===== src/rtl/spi_ram_pkg.sv =====
// Shared definitions for the SPI-style RAM burst block: the command encoding
// and default sizing constants.
package spi_ram_pkg;

  localparam int DEF_WORD_WIDTH = 8;
  localparam int DEF_MEM_DEPTH  = 256;

  // Two-bit command carried in the top bits of din.
  typedef enum logic [1:0] {
    CMD_WR_ADDR = 2'b00,
    CMD_WR_DATA = 2'b01,
    CMD_RD_ADDR = 2'b10,
    CMD_RD_DATA = 2'b11
  } cmd_e;

endpackage


===== src/rtl/spi_ram_mem.sv =====
// Single-port word array with a synchronous write and no reset.
// One address port is shared by writes and reads. The read value is
// combinational, and the caller registers it. A write at one edge is
// therefore visible to a read issued at the following edge.
module spi_ram_mem
  import spi_ram_pkg::*;
#(
  parameter int WORD_WIDTH = DEF_WORD_WIDTH,
  parameter int MEM_DEPTH  = DEF_MEM_DEPTH
) (
  input  logic                  clk,
  input  logic                  we,
  input  logic [WORD_WIDTH-1:0] addr,
  input  logic [WORD_WIDTH-1:0] wdata,
  output logic [WORD_WIDTH-1:0] rdata
);

  logic [WORD_WIDTH-1:0] mem [MEM_DEPTH];

  // Storage update: contents survive reset on purpose.
  always_ff @(posedge clk) begin
    if (we) mem[addr] <= wdata;
  end

  assign rdata = mem[addr];

endmodule


===== src/rtl/spi_ram_burst.sv =====
// Command-driven RAM front end. It holds a write pointer and a read pointer,
// each with an "armed" flag, decodes 2-bit commands from din, and returns
// read data through a registered dout/tx_valid pair. seq_err pulses one cycle
// after an unarmed data command or an out-of-range address.
//
// Handshake: a command is consumed on every rising edge where rx_valid is
// high. There is no back-pressure. tx_valid and seq_err are single-cycle
// pulses that appear on the cycle after the consuming edge.
//
// Optional: define SPI_RAM_AUTOINC_EN to post-increment the relevant pointer
// after each accepted data command. The pointer wraps from MEM_DEPTH-1 to 0.
module spi_ram_burst
  import spi_ram_pkg::*;
#(
  parameter int WORD_WIDTH = DEF_WORD_WIDTH,
  parameter int MEM_DEPTH  = DEF_MEM_DEPTH
) (
  input  logic                  clk,
  input  logic                  rst,
  input  logic [WORD_WIDTH+1:0] din,
  input  logic                  rx_valid,
  output logic [WORD_WIDTH-1:0] dout,
  output logic                  tx_valid,
  output logic                  seq_err
);

  localparam logic [WORD_WIDTH:0]   DEPTH_W   = (WORD_WIDTH+1)'(MEM_DEPTH);
  localparam logic [WORD_WIDTH-1:0] LAST_ADDR = WORD_WIDTH'(MEM_DEPTH - 1);

  cmd_e                  cmd;
  logic [WORD_WIDTH-1:0] payload;
  logic [WORD_WIDTH-1:0] wr_ptr;
  logic [WORD_WIDTH-1:0] rd_ptr;
  logic                  wr_armed;
  logic                  rd_armed;
  logic                  addr_ok;
  logic                  wr_addr_ok;
  logic                  rd_addr_ok;
  logic                  wr_fire;
  logic                  rd_fire;
  logic                  err_next;
  logic [WORD_WIDTH-1:0] mem_addr;
  logic [WORD_WIDTH-1:0] mem_rdata;

  assign cmd     = cmd_e'(din[WORD_WIDTH+1:WORD_WIDTH]);
  assign payload = din[WORD_WIDTH-1:0];
  assign addr_ok = {1'b0, payload} < DEPTH_W;

`ifdef SPI_RAM_AUTOINC_EN
  // Burst mode: step to the next word and wrap at the top of the array.
  function automatic logic [WORD_WIDTH-1:0] next_ptr(input logic [WORD_WIDTH-1:0] p);
    return (p == LAST_ADDR) ? '0 : p + 1'b1;
  endfunction
`else
  // Fixed-address mode: repeated data commands reuse the same word.
  function automatic logic [WORD_WIDTH-1:0] next_ptr(input logic [WORD_WIDTH-1:0] p);
    return p;
  endfunction
`endif

  // Command decode: classify the current command and detect sequence errors.
  always_comb begin
    wr_fire    = 1'b0;
    rd_fire    = 1'b0;
    wr_addr_ok = 1'b0;
    rd_addr_ok = 1'b0;
    err_next   = 1'b0;
    if (rx_valid) begin
      unique case (cmd)
        CMD_WR_ADDR: begin
          wr_addr_ok = addr_ok;
          err_next   = !addr_ok;
        end
        CMD_RD_ADDR: begin
          rd_addr_ok = addr_ok;
          err_next   = !addr_ok;
        end
        CMD_WR_DATA: begin
          wr_fire  = wr_armed;
          err_next = !wr_armed;
        end
        CMD_RD_DATA: begin
          rd_fire  = rd_armed;
          err_next = !rd_armed;
        end
        default: ;
      endcase
    end
  end

  // The single memory port serves the write pointer on a write and the read pointer otherwise.
  assign mem_addr = wr_fire ? wr_ptr : rd_ptr;

  spi_ram_mem #(
    .WORD_WIDTH (WORD_WIDTH),
    .MEM_DEPTH  (MEM_DEPTH)
  ) u_mem (
    .clk   (clk),
    .we    (wr_fire),
    .addr  (mem_addr),
    .wdata (payload),
    .rdata (mem_rdata)
  );

  // Pointer and flag state: address commands load and arm, data commands may advance.
  always_ff @(posedge clk or posedge rst) begin
    if (rst) begin
      wr_ptr   <= '0;
      rd_ptr   <= '0;
      wr_armed <= 1'b0;
      rd_armed <= 1'b0;
    end else begin
      if (wr_addr_ok) begin
        wr_ptr   <= payload;
        wr_armed <= 1'b1;
      end else if (wr_fire) begin
        wr_ptr   <= next_ptr(wr_ptr);
      end
      if (rd_addr_ok) begin
        rd_ptr   <= payload;
        rd_armed <= 1'b1;
      end else if (rd_fire) begin
        rd_ptr   <= next_ptr(rd_ptr);
      end
    end
  end

  // Output registers: dout holds between reads, and the status flags pulse for one cycle.
  always_ff @(posedge clk or posedge rst) begin
    if (rst) begin
      dout     <= '0;
      tx_valid <= 1'b0;
      seq_err  <= 1'b0;
    end else begin
      tx_valid <= rd_fire;
      seq_err  <= err_next;
      if (rd_fire) dout <= mem_rdata;
    end
  end

endmodule


===== config.mk =====
export PLATFORM = sky130hd
export DESIGN_NAME = spi_ram_burst
export DESIGN_NICKNAME = d
export VERILOG_FILES = /design/src/rtl/spi_ram_pkg.sv /design/src/rtl/spi_ram_mem.sv /design/src/rtl/spi_ram_burst.sv
export SDC_FILE = /design/constraint.sdc
export NUM_CORES = 2
export LEC_CHECK = 0
export CORE_MARGIN = 2
export CORE_UTILIZATION = 44
export DETAILED_ROUTE_END_ITERATION = 10
export GPL_TIMING_DRIVEN = 0
export PLACE_DENSITY = 0.68
export RECOVER_POWER = 50
export SLEW_MARGIN = 20
export SYNTH_ARGS = -nofsm -noshare
export SYNTH_HDL_FRONTEND = slang
export SYNTH_HIERARCHICAL = 1
export SYNTH_SLANG_ARGS = --single-unit

===== constraint.sdc =====
create_clock -name clk -period 8.8 [get_ports clk]
set_input_delay 0.88 -clock clk [delete_from_list [all_inputs] [get_ports clk]]
set_output_delay 0.88 -clock clk [all_outputs]
set_load 0.01 [all_outputs]

; ---- After elaboration in Yosys (flattened, before gate mapping)
; Memory sizes are Yosys's and may differ from the RTL's. A register that Yosys moved wholly into a read port is not among the register bits.
; Index checks and enable logic that the tools add are counted.
[word_totals]
reg_bits = 20
mem_bits_rw = 2048
input_bits = 13
output_inout_bits = 10
mem_count = 1
[op_classes]
eq_ne = 3
mux = 13
n_reduce_logical = 4
[mem_list]
columns = name, words, word_bits, rd, rd_clocked_by_memory_dff, write_ports, line
row1 = u_mem.mem, 256, 8, 1, 1, 1, spi_ram_mem.sv:18  ; logic [WORD_WIDTH-1:0] mem [MEM_DEPTH];
[op_table]
columns = op, n
row1 = 1-bit 2-to-1 mux, 11
row2 = 8-bit 2-to-1 mux, 1
row3 = "2-bit == test, second input constant", 2
row4 = 1-bit one-hot mux with 3 select lines, 1
row5 = "2-bit by 1-bit == test with 1-bit output, second input constant", 1
row6 = 1-bit zero test, 2
row7 = 2-bit zero test, 1
row8 = 2-bit OR reduction, 1

; ---- Longest topological paths before layout
[depth]
word_depth = 5
ltp_mapped = 13
ltp_nobuf = 8

; ---- Modules after synthesis
; Netlist, hierarchy kept.
[modules_own_cells]
columns = mod, n_inst, cells_each, area_each_um2
row1 = spi_ram_mem, 1, 3539, 78332.6
row2 = spi_ram_burst, 1, 72, 1164.9

; ---- Worst setup path before layout
; OpenSTA, ideal clock, no wires.
[synth_path]
path_kind = input to register
startpoint = in din[9]
endpoint = mem u_mem/mem[111][0] (netlist bit) (enable)
arrival_ns = 3.491
path_slack_ns = 4.939
cell_stages = 12
path_cell_list = buf_2 -> nand4b_2 -> mux2_2 -> buf_2 -> clkbuf_1 -> clkbuf_1 -> nand2_1 -> buf_2 -> nor2_1 -> nand2_1 -> clkbuf_1 -> nor2_1
[synth_between]
word_cells_on_any_way = 6
[synth_lines]
columns = element, line
row1 = start: declaration, spi_ram_burst.sv:20  ; input logic [WORD_WIDTH+1:0] din,
row2 = 2-bit by 1-bit == test with 1-bit output, spi_ram_burst.sv:69  ; unique case (cmd)
row3 = 1-bit 2-to-1 mux, spi_ram_burst.sv:69
row4 = 1-bit 2-to-1 mux, spi_ram_burst.sv:68  ; if (rx_valid) begin
row5 = 8-bit 2-to-1 mux, spi_ram_burst.sv:92  ; assign mem_addr = wr_fire ? wr_ptr : rd_ptr;
row6 = net mem_addr[1], spi_ram_burst.sv:42  ; logic [WORD_WIDTH-1:0] mem_addr;
row7 = end: declaration, spi_ram_mem.sv:18
; The timed path passes the listed nets, and every way through them passes these cells.

; ---- Worst setup path in the final report
[layout_path]
startpoint = in din[4]
endpoint = mem u_mem/mem[34][4] (netlist bit) (data pin)
; Straight into the memory's write port.

==> impl_results.html <==
<table>
<tr><th>Metric</th><th>Value</th></tr>
<tr><th colspan="2">Status</th></tr>
<tr><td>Result of the run</td><td>finished with violations</td></tr>
<tr><td>Violations in the final reports</td><td>max-capacitance violations, max-slew violations</td></tr>
<tr><th colspan="2">Setup path</th></tr>
<tr><td>Worst Setup Path Type</td><td>input port to flop</td></tr>
<tr><td>Family of cells with the greatest summed delay on the critical path</td><td>buffers and inverters</td></tr>
<tr><td>Kind of end point of the critical path</td><td>flop</td></tr>
<tr><td>Standard cell with the maximum stage delay on the critical path</td><td>clkdlybuf4s25_1</td></tr>
<tr><td>Maximum net fanout on the critical path</td><td>124</td></tr>
<tr><td>Cell count of the worst reg-to-reg path</td><td>11</td></tr>
<tr><td>Delay of the slowest critical-path stage</td><td>4040 ps</td></tr>
<tr><td>Sort of element at the start of the critical path</td><td>input port</td></tr>
<tr><td>CP cell instances</td><td>clkbuf_1 &gt; clkdlybuf4s25_1</td></tr>
<tr><td>Flop-to-flop setup slack</td><td>2460 ps</td></tr>
<tr><td>Worst Path Arrival</td><td>6790 ps</td></tr>
<tr><td>Worst setup path start</td><td>din[4]</td></tr>
<tr><td>Worst reg2reg endpoint</td><td>dout[0]</td></tr>
<tr><td>Required time of the critical path</td><td>8650 ps</td></tr>
<tr><td>Worst Path Buf+Inv</td><td>2</td></tr>
<tr><td>RR Startpoint</td><td>wr_armed</td></tr>
<tr><th colspan="2">Pwr</th></tr>
<tr><td>Peak supply drop</td><td>0.2056 mV</td></tr>
<tr><td>Cell Pwr Density</td><td>253.1 mW/mm2</td></tr>
<tr><td>Static leakage power</td><td>26.97 nW</td></tr>
<tr><th colspan="2">Yosys</th></tr>
<tr><td>Net count after synthesis</td><td>3624</td></tr>
<tr><td>Number of synthesized flops with an enable pin</td><td>2048</td></tr>
<tr><td>Top cells by instance count after synthesis</td><td>2048 x edfxtp_1, 512 x mux4_2, 256 x a22oi_1</td></tr>
<tr><td>Netlist cell types</td><td>29</td></tr>
<tr><td>Post-synthesis sequential element count</td><td>2076</td></tr>
<tr><td>Netlist Area Pre-Place</td><td>0.07950 mm2</td></tr>
<tr><td>Syn_area_per_cell</td><td>22.02 um2</td></tr>
<tr><td>Synthesis warning total</td><td>6</td></tr>
<tr><td>Sequential share of the synthesized area</td><td>78.24%</td></tr>
<tr><td>Async set or reset register ratio after synthesis</td><td>between 1 and 1.5%</td></tr>
<tr><td>Cell taking the most area after synthesis</td><td>edfxtp_1</td></tr>
<tr><td>Fraction of post-synthesis cell area in the top cell type by area</td><td>77.36%</td></tr>
<tr><td>Most used DFF post-synth</td><td>edfxtp_1</td></tr>
<tr><td>Most numerous cell in the Yosys netlist</td><td>edfxtp_1</td></tr>
<tr><td>Cells after Synth</td><td>3611</td></tr>
<tr><td>Top cells by area, synth</td><td>edfxtp_1 77%, mux4_2 15%, a22oi_1 2.4%, nor2_1 1.1%, dfrtp_1 0.88%</td></tr>
<tr><th colspan="2">Cells and area</th></tr>
<tr><td>Utilization of the core after routing</td><td>between 40% and 50%</td></tr>
<tr><td>Nets</td><td>3881</td></tr>
<tr><td>Layout Cells excl Fill</td><td>6408</td></tr>
<tr><td>Synthesis-to-layout area growth</td><td>12.75%</td></tr>
<tr><td>Layout cell share with drive strength beyond 1</td><td>approximately a quarter</td></tr>
<tr><th colspan="2">Global route</th></tr>
<tr><td>Global-route wire length before repair</td><td>~290 mm</td></tr>
<tr><td>Via count of the first global-routing pass</td><td>a little under 40000</td></tr>
<tr><td>Grt total ovfl</td><td>0</td></tr>
<tr><td>Global-route total usage across every layer</td><td>22.30%</td></tr>
<tr><td>Antenna violations before repair</td><td>9</td></tr>
<tr><td>Largest net degree at the start of global routing</td><td>around 130</td></tr>
<tr><th colspan="2">STA</th></tr>
<tr><td>Setup repair after global routing missed its margin</td><td>no</td></tr>
<tr><td>Final-report max-slew violation count</td><td>~1600</td></tr>
<tr><td>Headroom to the max-slew limit</td><td>-284.7%</td></tr>
<tr><td>Tcrit/Tclk final</td><td>78.85%</td></tr>
<tr><td>Setup skew after layout</td><td>36.03 ps</td></tr>
<tr><td>Transition time at the pin with the least slew margin</td><td>5770 ps</td></tr>
<tr><td>Final Hold Viols</td><td>0</td></tr>
<tr><td>Minimum clock period after layout</td><td>6939 ps</td></tr>
<tr><td>Count of endpoints failing setup in the final report</td><td>0</td></tr>
<tr><td>Maximum operating frequency</td><td>144.1 MHz</td></tr>
<tr><th colspan="2">Place</th></tr>
<tr><td>Hpwl dp</td><td>136.5 mm</td></tr>
<tr><td>PortBufs</td><td>21</td></tr>
<tr><td>Global placer's final weighted congestion</td><td>0.9548</td></tr>
<tr><td>Number of instances in the placed design</td><td>6035</td></tr>
<tr><th colspan="2">Clock network</th></tr>
<tr><td>Clock tree root driver cell</td><td>clkbuf_16</td></tr>
<tr><td>Clock latency at the later pin of the worst-skew pair</td><td>830 ps</td></tr>
<tr><td>Post-CTS Setup Repair Bufs</td><td>0</td></tr>
<tr><td>Number of gates resized after CTS</td><td>0</td></tr>
<tr><td>Hold Buf Count CTS</td><td>0</td></tr>
<tr><td>Clock slew at the register clock pins of the worst setup and hold paths</td><td>60 ps</td></tr>
<tr><td>Number of buffers between clock root and the deepest sink</td><td>3</td></tr>
<tr><td>Number of H-tree levels</td><td>4</td></tr>
<tr><td>Number of buffers inserted during clock tree synthesis</td><td>between 200 and 250</td></tr>
<tr><td>Num Clock Sinks</td><td>2076</td></tr>
<tr><td>CTS tree</td><td>yes</td></tr>
<tr><th colspan="2">Route</th></tr>
<tr><td>DRC</td><td>0</td></tr>
<tr><td>Initial detailed-routing violation count</td><td>~6200</td></tr>
<tr><td>Vias/cell</td><td>6.235</td></tr>
<tr><td>Total wirelength of the detailed-routed design</td><td>207.5 mm</td></tr>
<tr><td>Length of the first detailed-routing pass in iterations</td><td>6</td></tr>
<tr><td>Antenna-violating nets left</td><td>0</td></tr>
<tr><td>Average detailed-routed wire length per instance</td><td>32.38 um</td></tr>
<tr><td>Vias post-DR</td><td>39950</td></tr>
<tr><th colspan="2">Run</th></tr>
<tr><td>Max-cap violations</td><td>17</td></tr>
<tr><th colspan="2">Die</th></tr>
<tr><td>Die width</td><td>429.1 um</td></tr>
<tr><td>Overall die area</td><td>0.1841 mm2</td></tr>
<tr><td>IO Count</td><td>23</td></tr>
<tr><td>Core region area</td><td>~0.18 mm2</td></tr>
<tr><td>Die Height</td><td>429.1 um</td></tr>
<tr><td># rows</td><td>156</td></tr>
<tr><td>Starting density of the core</td><td>44.13%</td></tr>
<tr><th colspan="2">Hold path</th></tr>
<tr><td>Class of the tightest hold or removal check</td><td>flop to flop</td></tr>
<tr><td>Hold Path Cell Cnt</td><td>1</td></tr>
<tr><td>Hold Path Origin</td><td>wr_ptr[2]</td></tr>
<tr><td>Worst hold path endpoint</td><td>wr_ptr[2]</td></tr>
</table>
==> flip-flops by register name, indices dropped and copies added, names as in the netlist <==
name	count
wr_ptr	8
wr_armed	1
dout	8
tx_valid	1
rd_ptr	8
seq_err	1
u_mem/mem	2048
rd_armed	1
==> per-layer routing <==
metal / global-route usage, % / vias up / routed length [um]
li1: - / 15840 / -
met1: 31.16 / 21310 / 77950
met2: 34.25 / 2406 / 97020
met3: 4.971 / 393 / 23420
met4: 9.008 / 6 / 9064
met5: 0 / - / 39
==> cell type report <==
class | count | area [um2]
inverters | 4 | 15.01
flip-flops and latches | 2076 | 62200
fillers | 14050 | 90520
plain buffers | 233 | 1122
diodes | 5 | 12.51
clock buffers | 247 | 5245
well taps | 2370 | 2965
multi-input cells | 1298 | 16320
repair buffers | 54 | 716.9
clock inverters | 121 | 1039
==> report_power, final <==
| group | switching, W | internal [W] | total, W | leakage [nW] |
|---|---|---|---|---|
| Clock | 0.00366 | 0.00462 | 0.00829 | 3.07 |
| Sequential | 0.0000367 | 0.0109 | 0.0110 | 18.7 |
| Combinational | 0.00218 | 0.00125 | 0.00343 | 5.17 |
==> metrics by stage <==
stage	worst slack, ps	hold slack, ps	setup TNS (ps)	total power, W	cell area [um2]
global route	1307	509.9	0	0.02326	89620
floorplan	4939	473.7	0	0.01310	79500
global placement	-1154	483.5	-1586080	0.01458	82670
CTS	2463	356.9	0	0.02274	89990
detailed placement	1599	493.4	0	0.01454	83710
finish	1861	503.6	0	0.02269	89640
==> kinds of logic after synthesis <==
| family | after synthesis | synth area share [%] |
|---|---|---|
| multiplexers | 545 | 14.97 |
| buffers and inverters | 237 | 1.404 |
| AND/OR/NAND/NOR | 337 | 1.808 |
| flip-flops | 2076 | 78.24 |
| AO/OA/AOI/OAI | 416 | 3.576 |
==> cell usage in the layout, fill, tap and decap left out, types with 30 or more instances in the layout <==
master,Yosys,layout
edfxtp_1,2048,2048
mux4_2,512,512
a22oi_1,256,256
nor2_1,232,231
clkbuf_16,0,203
clkbuf_1,145,190
a21oi_1,128,128
clkinv_1,0,44
clkinv_2,0,41
buf_2,37,37
mux2_2,32,32
o41ai_1,32,31
nor3_2,0,30
==> worst max path at each step <==
stage                     cells after the start           endpoint
after floorplan                              12  u_mem/mem[111][0]
after global placement                        1   u_mem/mem[56][3]
after detailed placement                     12            dout[7]
final                                         2   u_mem/mem[34][4]
after global routing                          2   u_mem/mem[33][4]
after CTS                                    12            dout[7]
Power figures use the tool's default switching activity.
